--- src/rtl/acia_pkg.sv ---
// acia_pkg: shared types, the baud rate table and the elaboration-time
// divisor arithmetic used by the 6551 ACIA baud generator.
package acia_pkg;

    typedef logic [3:0] sbr_t;

    localparam int NUM_RATES   = 16;
    localparam int SYNC_STAGES = 3;

    // Baud rate x100 per R_SBR index; index 0 is the bypass entry.
    localparam logic [NUM_RATES-1:0][31:0] BAUD_X100 = {
        32'd1920000, 32'd960000, 32'd720000, 32'd480000,
        32'd360000,  32'd240000, 32'd180000, 32'd120000,
        32'd60000,   32'd30000,  32'd15000,  32'd13458,
        32'd10992,   32'd7500,   32'd5000,   32'd0
    };

    // Full fixed-point divisor D, rounded half up.
    function automatic longint unsigned acia_frac_div(input longint unsigned xtli,
                                                      input int frac_w,
                                                      input sbr_t idx);
        longint unsigned den;
        longint unsigned num;
        if (idx == '0) begin
            return 64'd1 << frac_w;
        end
        den = 64'd16 * 64'(BAUD_X100[idx]);
        num = (xtli << frac_w) * 64'd100;
        return (num + (den >> 1)) / den;
    endfunction

    // Integer part of the fixed-point divisor.
    function automatic longint unsigned acia_int_part(input longint unsigned xtli,
                                                      input int frac_w,
                                                      input sbr_t idx);
        return acia_frac_div(xtli, frac_w, idx) >> frac_w;
    endfunction

    // Fractional part of the fixed-point divisor.
    function automatic longint unsigned acia_frac_part(input longint unsigned xtli,
                                                       input int frac_w,
                                                       input sbr_t idx);
        return acia_frac_div(xtli, frac_w, idx) & ((64'd1 << frac_w) - 64'd1);
    endfunction

    // Plain integer divisor, rounded half up, for builds without dithering.
    function automatic longint unsigned acia_int_div(input longint unsigned xtli,
                                                     input sbr_t idx);
        longint unsigned den;
        if (idx == '0) begin
            return 64'd1;
        end
        den = 64'd16 * 64'(BAUD_X100[idx]);
        return (xtli * 64'd100 + (den >> 1)) / den;
    endfunction

    // A divisor must be at least 1 and must fit the down-counter.
    function automatic bit acia_div_ok(input longint unsigned div, input int cnt_w);
        return (div >= 64'd1) && (div < (64'd1 << cnt_w));
    endfunction

endpackage

--- src/rtl/acia_tick_sync.sv ---
// acia_tick_sync: three-flop synchroniser for the external RxC clock plus a
// registered rising-edge detector producing a one-cycle sample tick.
module acia_tick_sync
    import acia_pkg::*;
(
    input  logic XTLI,
    input  logic RESET,
    input  logic RXC_IN,
    output logic rx_tick
);

    logic [SYNC_STAGES-1:0] sync_q;
    logic                   rx_tick_q;

    // Shift RXC_IN through the chain; edge detect on the last two stages only
    // so the first flop is free to resolve metastability.
    always_ff @(posedge XTLI or negedge RESET) begin
        if (!RESET) begin
            sync_q    <= '0;
            rx_tick_q <= 1'b0;
        end else begin
            sync_q    <= {sync_q[SYNC_STAGES-2:0], RXC_IN};
            rx_tick_q <= sync_q[1] & ~sync_q[2];
        end
    end

    assign rx_tick = rx_tick_q;

endmodule

--- src/rtl/acia_baud_gen.sv ---
// acia_baud_gen: 16x baud tick generator for the 6551 ACIA, clocked from XTLI.
// Define ACIA_BRGEN_FRAC_EN to build in the fractional (dithered) divisor;
// without it every period is the rounded integer divisor.
module acia_baud_gen
    import acia_pkg::*;
#(
    parameter int XTLI_FREQ = 1_843_200,
    parameter int CNT_W     = 16,
    parameter int FRAC_W    = 8
) (
    input  logic       XTLI,
    input  logic       RESET,
    input  logic [3:0] R_SBR,
    input  logic       R_RCS,
    input  logic       RXC_IN,
    output logic       TX_TICK,
    output logic       RX_TICK,
    output logic       BCLK
);

    logic [NUM_RATES-1:0][CNT_W-1:0]  int_tbl;
`ifdef ACIA_BRGEN_FRAC_EN
    logic [NUM_RATES-1:0][FRAC_W-1:0] frac_tbl;
`endif

    // FRAC_W is kept in a usable range in every build so one parameter set
    // works with or without the fractional option.
    if (FRAC_W < 1 || FRAC_W > 32) begin : g_bad_frac_w
        $fatal(1, "acia_baud_gen: FRAC_W=%0d out of range", FRAC_W);
    end

    // Per-rate divisor constants, all resolved at elaboration.
    genvar gi;
    for (gi = 0; gi < NUM_RATES; gi++) begin : g_tbl
`ifdef ACIA_BRGEN_FRAC_EN
        localparam longint unsigned INT_V  = acia_int_part(64'(XTLI_FREQ), FRAC_W, sbr_t'(gi));
        localparam longint unsigned FRAC_V = acia_frac_part(64'(XTLI_FREQ), FRAC_W, sbr_t'(gi));
        assign frac_tbl[gi] = FRAC_W'(FRAC_V);
`else
        localparam longint unsigned INT_V  = acia_int_div(64'(XTLI_FREQ), sbr_t'(gi));
`endif
        assign int_tbl[gi] = CNT_W'(INT_V);
        if (!acia_div_ok(INT_V, CNT_W)) begin : g_bad_div
            $fatal(1, "acia_baud_gen: divisor for SBR %0d does not fit %0d bits", gi, CNT_W);
        end
    end

    sbr_t             sbr_q;
    logic [CNT_W-1:0] cnt;
    logic             tx_tick_q;
    logic             bclk_q;
    logic             rx_tick_ext;

    logic             rate_change;
    logic             terminal;
    logic             reload;
    logic             carry;
    logic [CNT_W-1:0] half_cur;
    logic [CNT_W-1:0] cnt_load;

    assign rate_change = (R_SBR != sbr_q);
    assign terminal    = (cnt == '0);
    assign reload      = terminal | rate_change;
    assign half_cur    = int_tbl[sbr_q] >> 1;

`ifdef ACIA_BRGEN_FRAC_EN
    logic [FRAC_W-1:0] acc;
    logic [FRAC_W-1:0] acc_next;

    // Phase accumulator step; a rate change restarts the dither from zero.
    always_comb begin
        {carry, acc_next} = {1'b0, acc} + {1'b0, frac_tbl[R_SBR]};
        if (rate_change) begin
            carry    = 1'b0;
            acc_next = '0;
        end
    end

    // Accumulator advances once per reload.
    always_ff @(posedge XTLI or negedge RESET) begin
        if (!RESET) begin
            acc <= '0;
        end else if (reload) begin
            acc <= acc_next;
        end
    end
`else
    assign carry = 1'b0;
`endif

    assign cnt_load = int_tbl[R_SBR] + CNT_W'(carry) - CNT_W'(1);

    // Down-counter with immediate restart on rate change; tick and BCLK phase.
    always_ff @(posedge XTLI or negedge RESET) begin
        if (!RESET) begin
            sbr_q     <= '0;
            cnt       <= '0;
            tx_tick_q <= 1'b0;
            bclk_q    <= 1'b0;
        end else begin
            if (reload) begin
                sbr_q     <= R_SBR;
                cnt       <= cnt_load;
                tx_tick_q <= terminal;
            end else begin
                cnt       <= cnt - CNT_W'(1);
                tx_tick_q <= 1'b0;
            end
            if (terminal) begin
                bclk_q <= 1'b1;
            end else if (cnt == half_cur) begin
                bclk_q <= 1'b0;
            end
        end
    end

    acia_tick_sync u_sync (
        .XTLI    (XTLI),
        .RESET   (RESET),
        .RXC_IN  (RXC_IN),
        .rx_tick (rx_tick_ext)
    );

    assign TX_TICK = tx_tick_q;
    assign RX_TICK = R_RCS ? tx_tick_q : rx_tick_ext;
    // SBR 0 has a one-cycle period, so the square wave is the crystal itself.
    assign BCLK    = (sbr_q == '0) ? XTLI : bclk_q;

endmodule

--- config.mk ---
export PLATFORM = sky130hd
export DESIGN_NAME = acia_baud_gen
export DESIGN_NICKNAME = d
export VERILOG_FILES = /design/src/rtl/acia_pkg.sv /design/src/rtl/acia_tick_sync.sv /design/src/rtl/acia_baud_gen.sv
export SDC_FILE = /design/constraint.sdc
export NUM_CORES = 1
export LEC_CHECK = 0
export ABC_AREA = 0
export CORE_ASPECT_RATIO = 2
export CORE_UTILIZATION = 60
export CTS_BUF_LIST = sky130_fd_sc_hd__clkbuf_16
export CTS_CLUSTER_DIAMETER = 200
export DETAILED_ROUTE_END_ITERATION = 10
export GPL_ROUTABILITY_DRIVEN = 1
export GPL_TIMING_DRIVEN = 1
export PLACE_DENSITY = 0.8
export SLEW_MARGIN = 20
export SYNTH_ARGS = -nofsm -noshare
export SYNTH_HDL_FRONTEND = slang
export SYNTH_HIERARCHICAL = 1
export SYNTH_SLANG_ARGS = --single-unit
--- constraint.sdc ---
create_clock -name XTLI -period 9.77 [get_ports XTLI]
set_input_delay 2.4425 -clock XTLI [delete_from_list [all_inputs] [get_ports XTLI]]
set_output_delay 2.4425 -clock XTLI [all_outputs]
set_load 0.05 [all_outputs]
==> flow_summary_export.csv <==
group,metric,value,unit
clock_tree,clk-insertion-delay-late,0.37,ns
sta,final-setup-viol-count,0,
worst_setup_path,worst_setup_path_end_kind,"output pin",
floorplan,row_cnt,29,
sta,tns,0,ns
finish,final_core_utilization,71.2,%
logic_synthesis,synth-edff-count,0,
clock_tree,postCtsResizedCells,0,
routing,dr.pass1.iters,4,
worst_setup_path,start_kind,"clock port",
grt,grt_max_degree,31,
placed_design,hpwl,3160,µm
sta,rsz_0062_raised_after_global_routing,"false",
run,maxCapViolCount,0,
sta,timing_worst_slew_pin_value,0.656,ns
finish,most_used_cells_in_the_layout_excluding_fill_and_tap_cells,"sky130_fd_sc_hd__dfrtp_1 (26), sky130_fd_sc_hd__nor2_1 (22), sky130_fd_sc_hd__xnor2_1 (18)",
grt,grt_pass1_vias,1678,
logic_synthesis,synth.avg_cell_area,8.56,µm²
logic_synthesis,syn_nets,262,
logic_synthesis,synth_warnings,6,
routing,via_per_inst,6.42,
floorplan,die_width,43.6,µm
routing,overall_via_count_from_detail_route,1734,
floorplan,initial_utilization,64.4,%
worst_setup_path,critical_path_required,7.33,ns
sta,hold_violations,0,
clock_tree,cts_post_setup_buffers_inserted,0,
outcome,outcome,"completed",
grt,number_of_antenna_violations_at_the_first_check_in_global_routing,0,
logic_synthesis,predominant_post_synthesis_flop_cell,"sky130_fd_sc_hd__dfrtp_1",
min_path,hold_path_class,"register to register",
placed_design,place.gp.congestion,0.818,
placed_design,placedInstanceArea,0.00212,mm²
placed_design,number_of_buffers_inserted_by_port_buffering,10,
finish,filler_cell_count,258,
sta,maxSlewViolCount,0,
finish,design_area,0.00230,mm²
logic_synthesis,synth-async-reset-ratio,100,%
logic_synthesis,yosysSeqAreaShare,31.3,%
grt,grt.total_usage,27.6,%
worst_setup_path,critical_path.max_fanout,2,
floorplan,die_height,85.3,µm
clock_tree,cts_hold_buf,0,
grt,grt_pass1_wl,7660,µm
logic_synthesis,synth_cell_types,56,
routing,drt_drc_violations_left,0,
worst_setup_path,timing.critical_path.arrival,6.07,ns
routing,detail-route-antenna-nets,0,
routing,number_of_drc_violations_after_detailed_routing_iteration_0,42,
pwr,p_per_area,172,mW/mm²
sta,maxSlewHeadroom,56.2,%
logic_synthesis,netlist.area_leader.share,31.3,%
logic_synthesis,yosys_register_bits,26,
pwr,ir_drop,0.0852,mV
finish,most_common_library_cell_in_the_layout_ignoring_fill_and_taps,"sky130_fd_sc_hd__dfrtp_1",
routing,totalWireLength,4460,µm
logic_synthesis,synth_top_cell_by_area,"sky130_fd_sc_hd__dfrtp_1",
finish,layout-drive-gt1-share,8.79,%
floorplan,pin_count,11,
floorplan,design.die.area,0.00372,mm²
floorplan,floorplan.core_area,0.00323,mm²
sta,fin_clk_skew,0.00290,ns
clock_tree,cts_tree,"done",
finish,finalNetCount,259,
routing,avgRoutedWirePerCell,16.5,µm
grt,grt.overflow.total,0,
clock_tree,clkTransAtPathRegs,0.06,ns
worst_setup_path,timing.setup.critical_path_class,"clock port to output pin",
logic_synthesis,synth_area,0.00208,mm²
logic_synthesis,netlist_instances,243,
finish,area.growth.synth_to_final,10.5,%
logic_synthesis,ys_top_cells_by_area,"sky130_fd_sc_hd__dfrtp_1 (31%), sky130_fd_sc_hd__xnor2_1 (7.6%), sky130_fd_sc_hd__ha_1 (6.6%)",
pwr,static-leakage-power,0.957,nW
finish,antenna_cells_inserted,0,
-- registers in the layout, summed over array words and instances (netlist names) --
name	cells
u_sync/rx_tick	1
bclk_q	1
cnt	16
u_sync/sync_q	3
TX_TICK	1
sbr_q	4
-- critical path, cell delays in order --
cell	delay, ns
sky130_fd_sc_hd__clkbuf_16	0.12
sky130_fd_sc_hd__clkbuf_16	0.12
sky130_fd_sc_hd__mux2_2	0.25
sky130_fd_sc_hd__clkdlybuf4s50_1	0.69
-- Yosys cell counts, types with 2 or more instances --
master and count:
sky130_fd_sc_hd__nand3b_1 3, sky130_fd_sc_hd__a22oi_1 2, sky130_fd_sc_hd__mux2i_1 4, sky130_fd_sc_hd__xor2_1 5, sky130_fd_sc_hd__mux2_2 3, sky130_fd_sc_hd__a21oi_1 13, sky130_fd_sc_hd__o22ai_1 2, sky130_fd_sc_hd__nor2_1 22
sky130_fd_sc_hd__o21ai_0 17, sky130_fd_sc_hd__nand2_1 14, sky130_fd_sc_hd__inv_1 11, sky130_fd_sc_hd__a31oi_1 3, sky130_fd_sc_hd__xnor2_1 18, sky130_fd_sc_hd__nor3_1 6, sky130_fd_sc_hd__nor2b_1 5, sky130_fd_sc_hd__o41ai_1 2
sky130_fd_sc_hd__nor4_1 3, sky130_fd_sc_hd__dfrtp_1 26, sky130_fd_sc_hd__or4_1 4, sky130_fd_sc_hd__a211oi_1 2, sky130_fd_sc_hd__nand3_1 2, sky130_fd_sc_hd__nand2b_1 10, sky130_fd_sc_hd__a41oi_1 2, sky130_fd_sc_hd__or3_1 3
sky130_fd_sc_hd__clkbuf_1 17, sky130_fd_sc_hd__buf_4 2, sky130_fd_sc_hd__ha_1 11, sky130_fd_sc_hd__nand4_1 3
-- worst paths after layout --
path | start | to | slack (ns) | cells after the start
min in group asynchronous | RESET | sbr_q[3] | 2.05 | 1
max in group asynchronous | RESET | bclk_q | 7.34 | 1
worst min register to register | u_sync/sync_q[0] | u_sync/sync_q[1] | 0.35 | 0
worst min-delay path | u_sync/sync_q[0] | u_sync/sync_q[1] | 0.35 | 0
worst max register to register | cnt[3] | cnt[14] | 5.72 | 12
worst max-delay path | XTLI | BCLK | 1.26 | 4
-- stage by stage --
step	setup slack (ns)	total power [mW]	std cells	hold WS [ns]
global route	1.24	0.414	270	0.353
global placement	1.52	0.216	263	0.334
floorplan	2.07	0.199	243	0.331
CTS	1.25	0.398	270	0.351
finish	1.26	0.396	270	0.349
detailed placement	1.52	0.218	263	0.347
-- metal layers --
layer  wire length [µm]  track usage [%]  up-vias
li1                   -                -      845
met1               1810             30.2      840
met2               2440             48.6       41
met3                106             5.11        8
met4                105             13.6        0
met5                  0                0        -
-- kinds of logic after synthesis --
| logic type | synth area share (%) |
|---|---|
| xor+xnor | 9.68 |
| simple gates | 21.3 |
| fa+ha+maj | 6.61 |
| buf+inv | 6.55 |
| mux | 4.63 |
| flops | 31.3 |
| compound gates | 20.0 |
-- report_power, final --
group | leakage [nW] | internal [mW] | switching, mW
clock | 0.0975 | 0.134 | 0.0451
sequential | 0.316 | 0.119 | 0.0199
combinational | 0.544 | 0.0359 | 0.0414
-- layout make-up --
cell class	count	area [µm²]	area share (%)
clock buffers	7	160	6.96
repair buffers	9	85.1	3.70
clock inverters	1	30.0	1.31
well taps	31	38.8	1.69
flip-flops and latches	26	651	28.3
multi-input cells	185	1290	56.3
inverters	11	41.3	1.80
Power figures use the tool's default switching activity.
